<file path="src/rtl/gact_fifo_read_scheduler.sv">
// gact_fifo_read_scheduler
//   Shares one credit-flow-controlled consumer between NUM_REQ occupancy-counted
//   FIFOs. An idle scheduler picks a non-empty FIFO (round-robin from rr_ptr),
//   drains it in a burst of at most MAX_BURST reads, then spends one GAP cycle
//   so the FIFO counts settle before the next arbitration. Each issued read is
//   tracked through a RD_LATENCY-deep tag pipe so the returned word leaves
//   tagged with its source index and end-of-burst flag.
//
//   Build option: define GACT_SCHED_STRICT_PRIO_EN to make every arbitration
//   pick the lowest-index non-empty FIFO (rr_ptr then never moves from 0).
module gact_fifo_read_scheduler #(
   parameter int NUM_REQ     = 4,
   parameter int DATA_WIDTH  = 8,
   parameter int DEPTH_WIDTH = 3,
   parameter int MAX_BURST   = 4,
   parameter int CREDITS     = 4,
   parameter int RD_LATENCY  = 1
) (
   input  logic                               clk,
   input  logic                               rst,
   input  logic [NUM_REQ*(DEPTH_WIDTH+1)-1:0] fifo_count,
   output logic [NUM_REQ-1:0]                 fifo_rd_en,
   input  logic [NUM_REQ*DATA_WIDTH-1:0]      fifo_rd_data,
   output logic                               out_valid,
   output logic [DATA_WIDTH-1:0]              out_data,
   output logic [$clog2(NUM_REQ)-1:0]         out_src,
   output logic                               out_last,
   input  logic                               credit_return,
   output logic                               busy
);

   localparam int SRC_W = $clog2(NUM_REQ);
   localparam int CNT_W = DEPTH_WIDTH + 1;
   localparam int CRD_W = $clog2(CREDITS + 1);
   localparam int TAIL  = RD_LATENCY - 1;

   localparam logic [CNT_W-1:0] MAX_BURST_C = CNT_W'(MAX_BURST);
   localparam logic [CRD_W-1:0] CREDITS_C   = CRD_W'(CREDITS);
   localparam logic [SRC_W-1:0] LAST_IDX    = SRC_W'(NUM_REQ - 1);

   typedef enum logic [1:0] {
      ST_IDLE  = 2'd0,
      ST_BURST = 2'd1,
      ST_GAP   = 2'd2
   } state_t;

   state_t                state_q, state_d;
   logic [SRC_W-1:0]      grant_q, grant_d;
   logic [SRC_W-1:0]      rr_ptr_q, rr_ptr_d;
   logic [CNT_W-1:0]      beats_left_q, beats_left_d;
   logic [CRD_W-1:0]      credits_q, credits_d;
   logic [RD_LATENCY-1:0] pipe_vld_q, pipe_vld_d;
   logic [RD_LATENCY-1:0] pipe_last_q, pipe_last_d;
   logic [SRC_W-1:0]      pipe_src_q [RD_LATENCY];
   logic [SRC_W-1:0]      pipe_src_d [RD_LATENCY];

   logic [CNT_W-1:0]      count_arr [NUM_REQ];
   logic [DATA_WIDTH-1:0] data_arr  [NUM_REQ];
   logic [NUM_REQ-1:0]    eligible;
   logic                  arb_found;
   logic [SRC_W-1:0]      arb_idx;
   logic [SRC_W:0]        rr_sum;
   logic [SRC_W-1:0]      rr_cand;
   logic [CNT_W-1:0]      burst_len;
   logic                  issue;

   // Unpack the flat per-FIFO count/data buses and flag non-empty FIFOs.
   always_comb begin
      for (int i = 0; i < NUM_REQ; i++) begin
         count_arr[i] = fifo_count[i*CNT_W +: CNT_W];
         data_arr[i]  = fifo_rd_data[i*DATA_WIDTH +: DATA_WIDTH];
         eligible[i]  = (count_arr[i] != '0);
      end
   end

   // Rotating search for the first eligible FIFO at or after rr_ptr; scanning
   // from the far end lets the nearest candidate overwrite the others.
   // NOTE: every signal written here gets a value before any branch, so no
   // path can leave it holding its old value and infer a latch.
   always_comb begin
      arb_found = 1'b0;
      arb_idx   = '0;
      rr_sum    = '0;
      rr_cand   = '0;
      for (int k = NUM_REQ - 1; k >= 0; k--) begin
         rr_sum = {1'b0, rr_ptr_q} + (SRC_W+1)'(k);
         if (rr_sum >= (SRC_W+1)'(NUM_REQ)) begin
            rr_sum = rr_sum - (SRC_W+1)'(NUM_REQ);
         end
         rr_cand = rr_sum[SRC_W-1:0];
         if (eligible[rr_cand]) begin
            arb_found = 1'b1;
            arb_idx   = rr_cand;
         end
      end
      burst_len = (count_arr[arb_idx] > MAX_BURST_C) ? MAX_BURST_C : count_arr[arb_idx];
   end

   // Next-state logic for the grant FSM, the credit counter and the tag pipe.
   always_comb begin
      state_d      = state_q;
      grant_d      = grant_q;
      rr_ptr_d     = rr_ptr_q;
      beats_left_d = beats_left_q;
      credits_d    = credits_q;
      issue        = 1'b0;

      case (state_q)
         ST_IDLE: begin
            if (arb_found && (credits_q != '0)) begin
               grant_d      = arb_idx;
               beats_left_d = burst_len;
               state_d      = ST_BURST;
            end
         end
         ST_BURST: begin
            if (credits_q != '0) begin
               issue        = 1'b1;
               beats_left_d = beats_left_q - CNT_W'(1);
               if (beats_left_q == CNT_W'(1)) begin
                  state_d = ST_GAP;
`ifdef GACT_SCHED_STRICT_PRIO_EN
                  // rr_ptr is held at 0, so the rotating search is lowest-index-first.
                  rr_ptr_d = rr_ptr_q;
`else
                  rr_ptr_d = (grant_q == LAST_IDX) ? '0 : grant_q + SRC_W'(1);
`endif
               end
            end
         end
         ST_GAP: begin
            state_d = ST_IDLE;
         end
         default: begin
            state_d = ST_IDLE;
         end
      endcase

      // A read and a return in the same cycle cancel; returns beyond the
      // consumer's buffer size are dropped.
      if (issue && !credit_return) begin
         credits_d = credits_q - CRD_W'(1);
      end else if (!issue && credit_return && (credits_q != CREDITS_C)) begin
         credits_d = credits_q + CRD_W'(1);
      end

      pipe_vld_d[0]  = issue;
      pipe_last_d[0] = issue && (beats_left_q == CNT_W'(1));
      pipe_src_d[0]  = issue ? grant_q : '0;
      for (int s = 1; s < RD_LATENCY; s++) begin
         pipe_vld_d[s]  = pipe_vld_q[s-1];
         pipe_last_d[s] = pipe_last_q[s-1];
         pipe_src_d[s]  = pipe_src_q[s-1];
      end
   end

   // State registers; reset also discards any beat still in the tag pipe.
   // NOTE: sequential state uses non-blocking assignments so every flop
   // samples the pre-edge values regardless of statement order.
   always_ff @(posedge clk or posedge rst) begin
      if (rst) begin
         state_q      <= ST_IDLE;
         grant_q      <= '0;
         rr_ptr_q     <= '0;
         beats_left_q <= '0;
         credits_q    <= CREDITS_C;
         pipe_vld_q   <= '0;
         pipe_last_q  <= '0;
         // NOTE: the tag storage is small and cleared with the valid bits so
         // no stale source index survives reset; wide data memories would
         // normally be left unreset.
         for (int s = 0; s < RD_LATENCY; s++) begin
            pipe_src_q[s] <= '0;
         end
      end else begin
         state_q      <= state_d;
         grant_q      <= grant_d;
         rr_ptr_q     <= rr_ptr_d;
         beats_left_q <= beats_left_d;
         credits_q    <= credits_d;
         pipe_vld_q   <= pipe_vld_d;
         pipe_last_q  <= pipe_last_d;
         for (int s = 0; s < RD_LATENCY; s++) begin
            pipe_src_q[s] <= pipe_src_d[s];
         end
      end
   end

   // Read strobe and consumer outputs, decoded from registered state only
   // (plus the FIFO data mux), so reset forces them low immediately.
   always_comb begin
      fifo_rd_en = '0;
      if (issue) begin
         fifo_rd_en[grant_q] = 1'b1;
      end
      out_valid = pipe_vld_q[TAIL];
      out_data  = '0;
      out_src   = '0;
      out_last  = 1'b0;
      if (out_valid) begin
         out_data = data_arr[pipe_src_q[TAIL]];
         out_src  = pipe_src_q[TAIL];
         out_last = pipe_last_q[TAIL];
      end
      busy = (state_q != ST_IDLE) || (pipe_vld_q != '0);
   end

endmodule

</file>
<file path="config.mk">
export PLATFORM = sky130hd
export DESIGN_NAME = gact_fifo_read_scheduler
export DESIGN_NICKNAME = d
export VERILOG_FILES = /design/src/rtl/gact_fifo_read_scheduler.sv
export SDC_FILE = /design/constraint.sdc
export NUM_CORES = 1
export LEC_CHECK = 0
export CORE_MARGIN = 3
export CORE_UTILIZATION = 32
export CTS_BUF_LIST = sky130_fd_sc_hd__clkbuf_4
export DETAILED_ROUTE_END_ITERATION = 7
export PLACE_DENSITY_LB_ADDON = 0.05
export SLEW_MARGIN = 25
export SYNTH_ARGS = -nofsm -noshare
export SYNTH_HDL_FRONTEND = slang
export SYNTH_SLANG_ARGS = --single-unit
</file>
<file path="constraint.sdc">
create_clock -name clk -period 3 [get_ports clk]
set_clock_uncertainty 0.15 [all_clocks]
set_input_delay 0.75 -clock clk [delete_from_list [all_inputs] [get_ports clk]]
set_output_delay 0.75 -clock clk [all_outputs]
set_load 0.01 [all_outputs]
</file>
### After elaboration in Yosys (flattened, before gate mapping)

Index checks and enable logic that the tools add are counted.

* bits in registers: 17
* logic and storage cells: 109

* add/subtract/negate cells: 11
* order comparisons: 13
* eq/ne operators: 7
* mux-type cells: 46
* bitwise operators: 2
* reduce and logical (&&, ||, !) cells: 22

Operators by type and width (count)
* 2-bit 2-to-1 mux: 14
* 4-bit 2-to-1 mux: 6
* 8-bit 2-to-1 mux: 3
* 8-bit binary-select mux with 2-bit select: 1
* 4-bit nonzero test: 4
* 3-bit greater-or-equal comparator (second input constant): 5
* 2-bit by 3-bit < comparator with 1-bit output (second input constant): 5
* 1-bit 2-to-1 mux: 12
* 3-bit AND reduction: 3
* 1-bit binary-select mux with 2-bit select: 4
* 4-bit binary-select mux with 2-bit select: 1
* 4-bit case mux with 2 select lines: 1
* 2-bit by 1-bit subtractor with 2-bit output (second input constant): 4
* 2-bit by 2-bit adder with 3-bit output (second input constant): 2
* 1-bit logical AND: 6
* 3-bit 2-to-1 mux: 2
* 2-bit != test (second input constant): 3
* 2-bit NOT with 3-bit output: 2
* 2-bit nonzero test: 3
* 4-bit by 1-bit == test with 1-bit output (second input constant): 1
* 4-bit by 3-bit greater-than comparator with 1-bit output (second input constant): 1
* 2-bit case mux with 2 select lines: 1
* 4-bit by 1-bit subtractor with 4-bit output (second input constant): 1
* 2-bit by 1-bit adder with 3-bit output (second input constant): 1
* other kinds (14): 15

### Depth between registers and ports, before layout

* depth after elaboration: 17
* depth in mapped cells: 8
* gate-level depth less buffers: 7

### Worst setup path after synthesis

Ideal clock, no wire load.

* path kind: input to register
* from: in fifo_count[0]
* to: reg beats_left_q[0]
* arrival time: 2719 ps
* data required time: 2787 ps
* path slack: 68 ps
* stages on the path: 7
* buffers on the path: 0
* cell sequence: or4_4 and3_4 a211oi_4 mux2_1 o22a_2 nor3_1 o22a_2

* word-level cells in the longest chain between the ends: 15
* elaborated cells between the ends (all ways): 28

RTL lines
* start, declared: RTL line 21 `input logic [NUM_REQ*(DEPTH_WIDTH+1)-1:0] fifo_count,`
* 4-bit nonzero test: RTL line 72 `eligible[i] = (count_arr[i] != '0);`
* 1-bit binary-select mux with 2-bit select: RTL line 91 `if (eligible[rr_cand]) begin`
* 1-bit 2-to-1 mux (implied by the code): RTL line 91
* 2-bit 2-to-1 mux (4 in a row): RTL line 91
* 2-bit NOT with 3-bit output (implied by the code): RTL line 96 `burst_len = (count_arr[arb_idx] > MAX_BURST_C) ? MAX_BURST_C : count_arr[arb_idx];`
* 4-bit binary-select mux with 2-bit select: RTL line 96
* 4-bit 2-to-1 mux (implied by the code) (2 in a row): RTL line 96
* 4-bit by 3-bit greater-than comparator with 1-bit output: RTL line 96
* 4-bit 2-to-1 mux: RTL line 96
* 4-bit 2-to-1 mux: RTL line 110 `if (arb_found && (credits_q != '0)) begin`
* 4-bit case mux with 2 select lines: RTL line 108 `case (state_q)`
* end signal, assigned: RTL line 179 `beats_left_q <= beats_left_d;`
* end, declared: RTL line 50 `logic [CNT_W-1:0] beats_left_q, beats_left_d;`

Parallel ways exist; a longest one is shown, timed or not. The select of a mux whose other input is x is not followed.
A chain may end at the register's enable or synchronous reset.

### Worst setup path in the final report

* from: in fifo_rd_data[31]
* to: out out_data[7]

* word-level cells in the longest chain between the ends: 4

RTL lines
* start, declared: RTL line 23 `input logic [NUM_REQ*DATA_WIDTH-1:0] fifo_rd_data,`
* 8-bit binary-select mux with 2-bit select: RTL line 201 `out_data = data_arr[pipe_src_q[TAIL]];`
* 8-bit 2-to-1 mux (implied by the code) (2 in a row): RTL line 201
* 8-bit 2-to-1 mux: RTL line 200 `if (out_valid) begin`
* end, declared: RTL line 25 `output logic [DATA_WIDTH-1:0] out_data,`

No other way between the ends. The select of a mux whose other input is x is not followed.

==> qor_table.md <==
| Result | Reported | Unit |
| --- | --- | --- |
| Result of the run | completed | - |
| Relative contribution of the clock network to total power | 6.8 | % |
| Ordered cell list for the critical path | clkdlybuf4s50_1 > mux4_2 > and2_1 > dlygate4sd2_1 | - |
| Antenna violations before repair | 0 | - |
| Total nets after synthesis | 211 | - |
| Crit path kind | in2out | - |
| Fin crit share | 98.35 | % |
| Worst setup path start | fifo_rd_data[31] | - |
| Bufs on Longest Clock Path | 2 | - |
| Total number of placement rows | 24 | - |
| Worst r2r src | credits_q[2] | - |
| Switching Share | 41.89 | % |
| Sequential group share of total power | 25.3 | % |
| Setup WS post-layout | 0.04955 | ns |
| Startpoint type of the worst setup path | input port | - |
| Number of top-level pins | 68 | - |
| CTS HTree Levels | 1 | - |
| Post-DRT Antenna Nets | 0 | - |
| Max incr delay on CP | 0.46 | ns |
| Die area | 5614 | sq um |
| Final setup vio count | 0 | - |
| Overall fraction of global-route tracks in use | 16.94 | % |
| Overflow left after global routing | 0 | - |
| Wire length of the first global-routing pass | 7231 | microns |
| Buffers added on ports | 67 | - |
| Layout cell share with drive strength beyond 1 | 23.85 | % |
| Min-Delay Startpoint | beats_left_q[3] | - |
| Number of inserted diodes | 0 | - |
| Number of failing hold endpoints at the final stage | 0 | - |
| Number of max-cap violations | 0 | - |
| Kind of path behind the tightest hold check | reg2reg | - |
| Number of sinks driven by the clock tree | 17 | - |
| Dpl cells | 287 | - |
| Synthesized area per cell | 9.936 | sq um |
| Detailed Route Iter0 Violations | 44 | - |
| Number of buffers created by CTS | 3 | - |
| EDFF count, synth | 0 | - |
| Count of placed standard cells in the final layout, fillers left out | 291 | - |
| Netlist area before placement | 1520 | sq um |
| Number of distinct library cells after synthesis | 45 | - |
| Std-Cell Core Area | 4474 | sq um |
| Share of synthesized area occupied by flip-flops and latches | 28.07 | % |
| Initial core utilization | 33.98 | % |
| Mapped Cells | 153 | - |
| Largest net degree at the start of global routing | 18 | - |
| Synth-to-Final Area Change | 59.59 | % |
| Achievable frequency | 338.9 | MHz |
| TritonCTS clock tree | done | - |
| Final Wtd Congestion | 0.7448 | - |
| Worst-path fanout max | 1 | - |
| Dominant synthesized flop cell | sky130_fd_sc_hd__dfrtp_1 | - |
| Cell internal power dissipation | 0.001091 | W |
| Arrival time at the worst endpoint | 2.05 | ns |
| Height of the chip | 74.93 | microns |
| Clock root buffer | sky130_fd_sc_hd__clkbuf_4 | - |
| Asr flop ratio synth | 100.0 | % |
| IR Drop Worst-Case VDD | 0.3069 | mV |
| Relative slew margins | 53.48 | % |
| Leakage power summed over all cells | 1.062 | nW |
| DR WL/cell | 16.03 | microns |
| Post-placement worst setup slack | -0.3523 | ns |
| WL final | 4664 | microns |
| Final cell utilization of the core | 54.22 | % |
| Gate power share | 67.9 | % |
| Transition time of the tightest slew-check pin | 0.6970 | ns |
| Reg-to-reg setup timing slack | 0.57 | ns |
| Setup TNS | 0 | ns |
| Number of global-route vias before repair | 1532 | - |
| Number of max-slew violations in the final report | 0 | - |
| Worst EP required | 2.10 | ns |
| DP Area | 2375 | sq um |
| Clk slew on worst S/H paths | 0.11 | ns |
| Synthesis-stage register bit count | 17 | - |
| Number of vias per cell after detailed routing | 5.258 | - |
| Worst-skew pair later-pin latency | 0.30 | ns |
| Warnings, synthesis | 0 | - |
| Remaining design rule violation count | 0 | - |
| Final HPWL DP | 3871 | microns |
| Slowest cell on the critical path | sky130_fd_sc_hd__mux4_2 | - |
| Sw Pwr | 0.0007865 | W |
| Post-route cell area | 2426 | sq um |
| Pwr/cell area | 773.8 | nW/um^2 |
| Post-layout min period | 2.950 | ns |
| Width of the chip | 74.93 | microns |
| Length of the first detailed-routing pass in iterations | 4 | - |
| Nets | 298 | - |
| Crit. End Element | primary output | - |
| Detailed-route via count | 1530 | - |
-- registers in the layout, indices dropped and copies added (netlist names) --
register	flops
out_valid	1
rr_ptr_q	2
pipe_last_q	1
beats_left_q	4
state_q	2
grant_q	2
pipe_src_q	2
credits_q	3
-- through the flow --
| stage | total power (W) | hold WS, ns |
|---|---|---|
| floorplan | 0.001291 | 0.3556 |
| global placement | 0.001726 | 0.3795 |
| detailed placement | 0.001772 | 0.3827 |
| CTS | 0.001877 | 0.4329 |
| global route | 0.002036 | 0.4661 |
| finish | 0.001877 | 0.4232 |
-- kinds of logic after synthesis --
kind of cell / synth area share (%)
AO/OA/AOI/OAI: 12.67
XOR/XNOR: 1.729
adder cells (fa/ha/maj): 6.255
buffers and inverters: 6.502
flip-flops: 28.07
multiplexers: 20.82
AND/OR/NAND/NOR: 23.95
-- cells in the final DEF, fill, tap and decap left out, types with 2 or more instances in the layout --
| cell type | netlist | layout |
|---|---|---|
| sky130_fd_sc_hd__clkdlybuf4s50_1 | 0 | 56 |
| sky130_fd_sc_hd__buf_4 | 0 | 24 |
| sky130_fd_sc_hd__dfrtp_1 | 16 | 16 |
| sky130_fd_sc_hd__and2_1 | 15 | 15 |
| sky130_fd_sc_hd__inv_1 | 10 | 10 |
| sky130_fd_sc_hd__nor3_1 | 10 | 8 |
| sky130_fd_sc_hd__mux2i_1 | 8 | 8 |
| sky130_fd_sc_hd__mux4_2 | 8 | 8 |
| sky130_fd_sc_hd__nand2_1 | 7 | 7 |
| sky130_fd_sc_hd__o21ai_0 | 7 | 7 |
| sky130_fd_sc_hd__dlygate4sd2_1 | 0 | 7 |
| sky130_fd_sc_hd__nor2_1 | 6 | 6 |
| sky130_fd_sc_hd__ha_1 | 6 | 6 |
| sky130_fd_sc_hd__mux2_2 | 4 | 4 |
| sky130_fd_sc_hd__nand2b_1 | 3 | 3 |
| sky130_fd_sc_hd__nor4_1 | 3 | 3 |
| sky130_fd_sc_hd__a21oi_1 | 3 | 3 |
| sky130_fd_sc_hd__clkbuf_4 | 0 | 3 |
| sky130_fd_sc_hd__dlymetal6s2s_1 | 0 | 3 |
| sky130_fd_sc_hd__or4_4 | 1 | 2 |
| sky130_fd_sc_hd__nor4_2 | 2 | 2 |
| sky130_fd_sc_hd__or2_2 | 2 | 2 |
| sky130_fd_sc_hd__o21bai_1 | 2 | 2 |
| sky130_fd_sc_hd__o22ai_1 | 2 | 2 |
| sky130_fd_sc_hd__nor2b_1 | 2 | 2 |
| sky130_fd_sc_hd__nand3_1 | 2 | 2 |
| sky130_fd_sc_hd__xor2_1 | 2 | 2 |
| sky130_fd_sc_hd__or3_1 | 2 | 2 |
| sky130_fd_sc_hd__nor3_2 | 0 | 2 |
| sky130_fd_sc_hd__o22a_2 | 3 | 2 |
-- power by group through the flow --
stage	Clock [W]	Combinational, W	Sequential, W
after global placement	0	0.00126	0.000470
after floorplan	0	0.000876	0.000414
after detailed placement	0	0.00129	0.000479
after CTS	0.000134	0.00127	0.000473
final	0.000127	0.00128	0.000475
after global routing	0.000143	0.00140	0.000494
-- cells in the mapped netlist, types with 2 or more instances --
master | n | area (sq um)
sky130_fd_sc_hd__a21oi_1 | 3 | 15.01
sky130_fd_sc_hd__and2_1 | 15 | 93.84
sky130_fd_sc_hd__buf_6 | 3 | 33.78
sky130_fd_sc_hd__clkbuf_1 | 5 | 18.77
sky130_fd_sc_hd__dfrtp_1 | 16 | 400.4
sky130_fd_sc_hd__ha_1 | 6 | 75.07
sky130_fd_sc_hd__inv_1 | 10 | 37.54
sky130_fd_sc_hd__mux2_2 | 4 | 45.04
sky130_fd_sc_hd__mux2i_1 | 8 | 80.08
sky130_fd_sc_hd__mux4_2 | 8 | 180.2
sky130_fd_sc_hd__nand2_1 | 7 | 26.28
sky130_fd_sc_hd__nand2b_1 | 3 | 18.77
sky130_fd_sc_hd__nand3_1 | 2 | 10.01
sky130_fd_sc_hd__nor2_1 | 6 | 22.52
sky130_fd_sc_hd__nor2b_1 | 2 | 12.51
sky130_fd_sc_hd__nor3_1 | 10 | 50.05
sky130_fd_sc_hd__nor4_1 | 3 | 18.77
sky130_fd_sc_hd__nor4_2 | 2 | 25.02
sky130_fd_sc_hd__o21ai_0 | 7 | 35.03
sky130_fd_sc_hd__o21bai_1 | 2 | 15.01
sky130_fd_sc_hd__o22a_2 | 3 | 30.03
sky130_fd_sc_hd__o22ai_1 | 2 | 12.51
sky130_fd_sc_hd__or2_2 | 2 | 12.51
sky130_fd_sc_hd__or3_1 | 2 | 12.51
sky130_fd_sc_hd__xor2_1 | 2 | 17.52
-- critical path, delay by kind of cell --
kind	cells	cell delay, ns
and+or+nand+nor	1	0.16
muxes	1	0.46
buffers and inverters	2	0.67
-- final cells by class --
cell class / instances / area, sq um
multi-input combinational: 117 / 1020
timing repair buffer: 91 / 849.6
clock inverter: 1 / 5.005
inverter: 10 / 37.54
tap: 52 / 65.06
sequential: 17 / 426.7
fill: 411 / 2048
clock buffer: 3 / 22.52
-- path summary, 6_finish.rpt --
path                       depth (start not counted)         endpoint
max                                                4      out_data[7]
min                                                2  beats_left_q[3]
max reg2reg                                        8     credits_q[2]
min reg2reg                                        2  beats_left_q[3]
max in group asynchronous                          2      rr_ptr_q[0]
min in group asynchronous                          2     credits_q[0]
-- per-layer routing --
layer	vias to the layer above	GRT usage, %	wire, microns
li1	732	-	-
met1	733	18.83	1770
met2	63	32.59	2467
met3	2	3.338	405
met4	0	4.150	21
met5	-	0	0
-- what timing repair did --
| item | 4_1_cts | 5_1_grt |
|---|---|---|
| pin swaps | 1 | 2 |
| gates resized for setup | 9 | 8 |
| setup endpoints to repair | 10 | 3 |
| endpoints found under the hold margin | 0 | 0 |
| hold buffers | 0 | 0 |
| cloned | 0 | 0 |
| setup buffers | 0 | 0 |
Note: power is estimated with default switching activity, not from simulation.
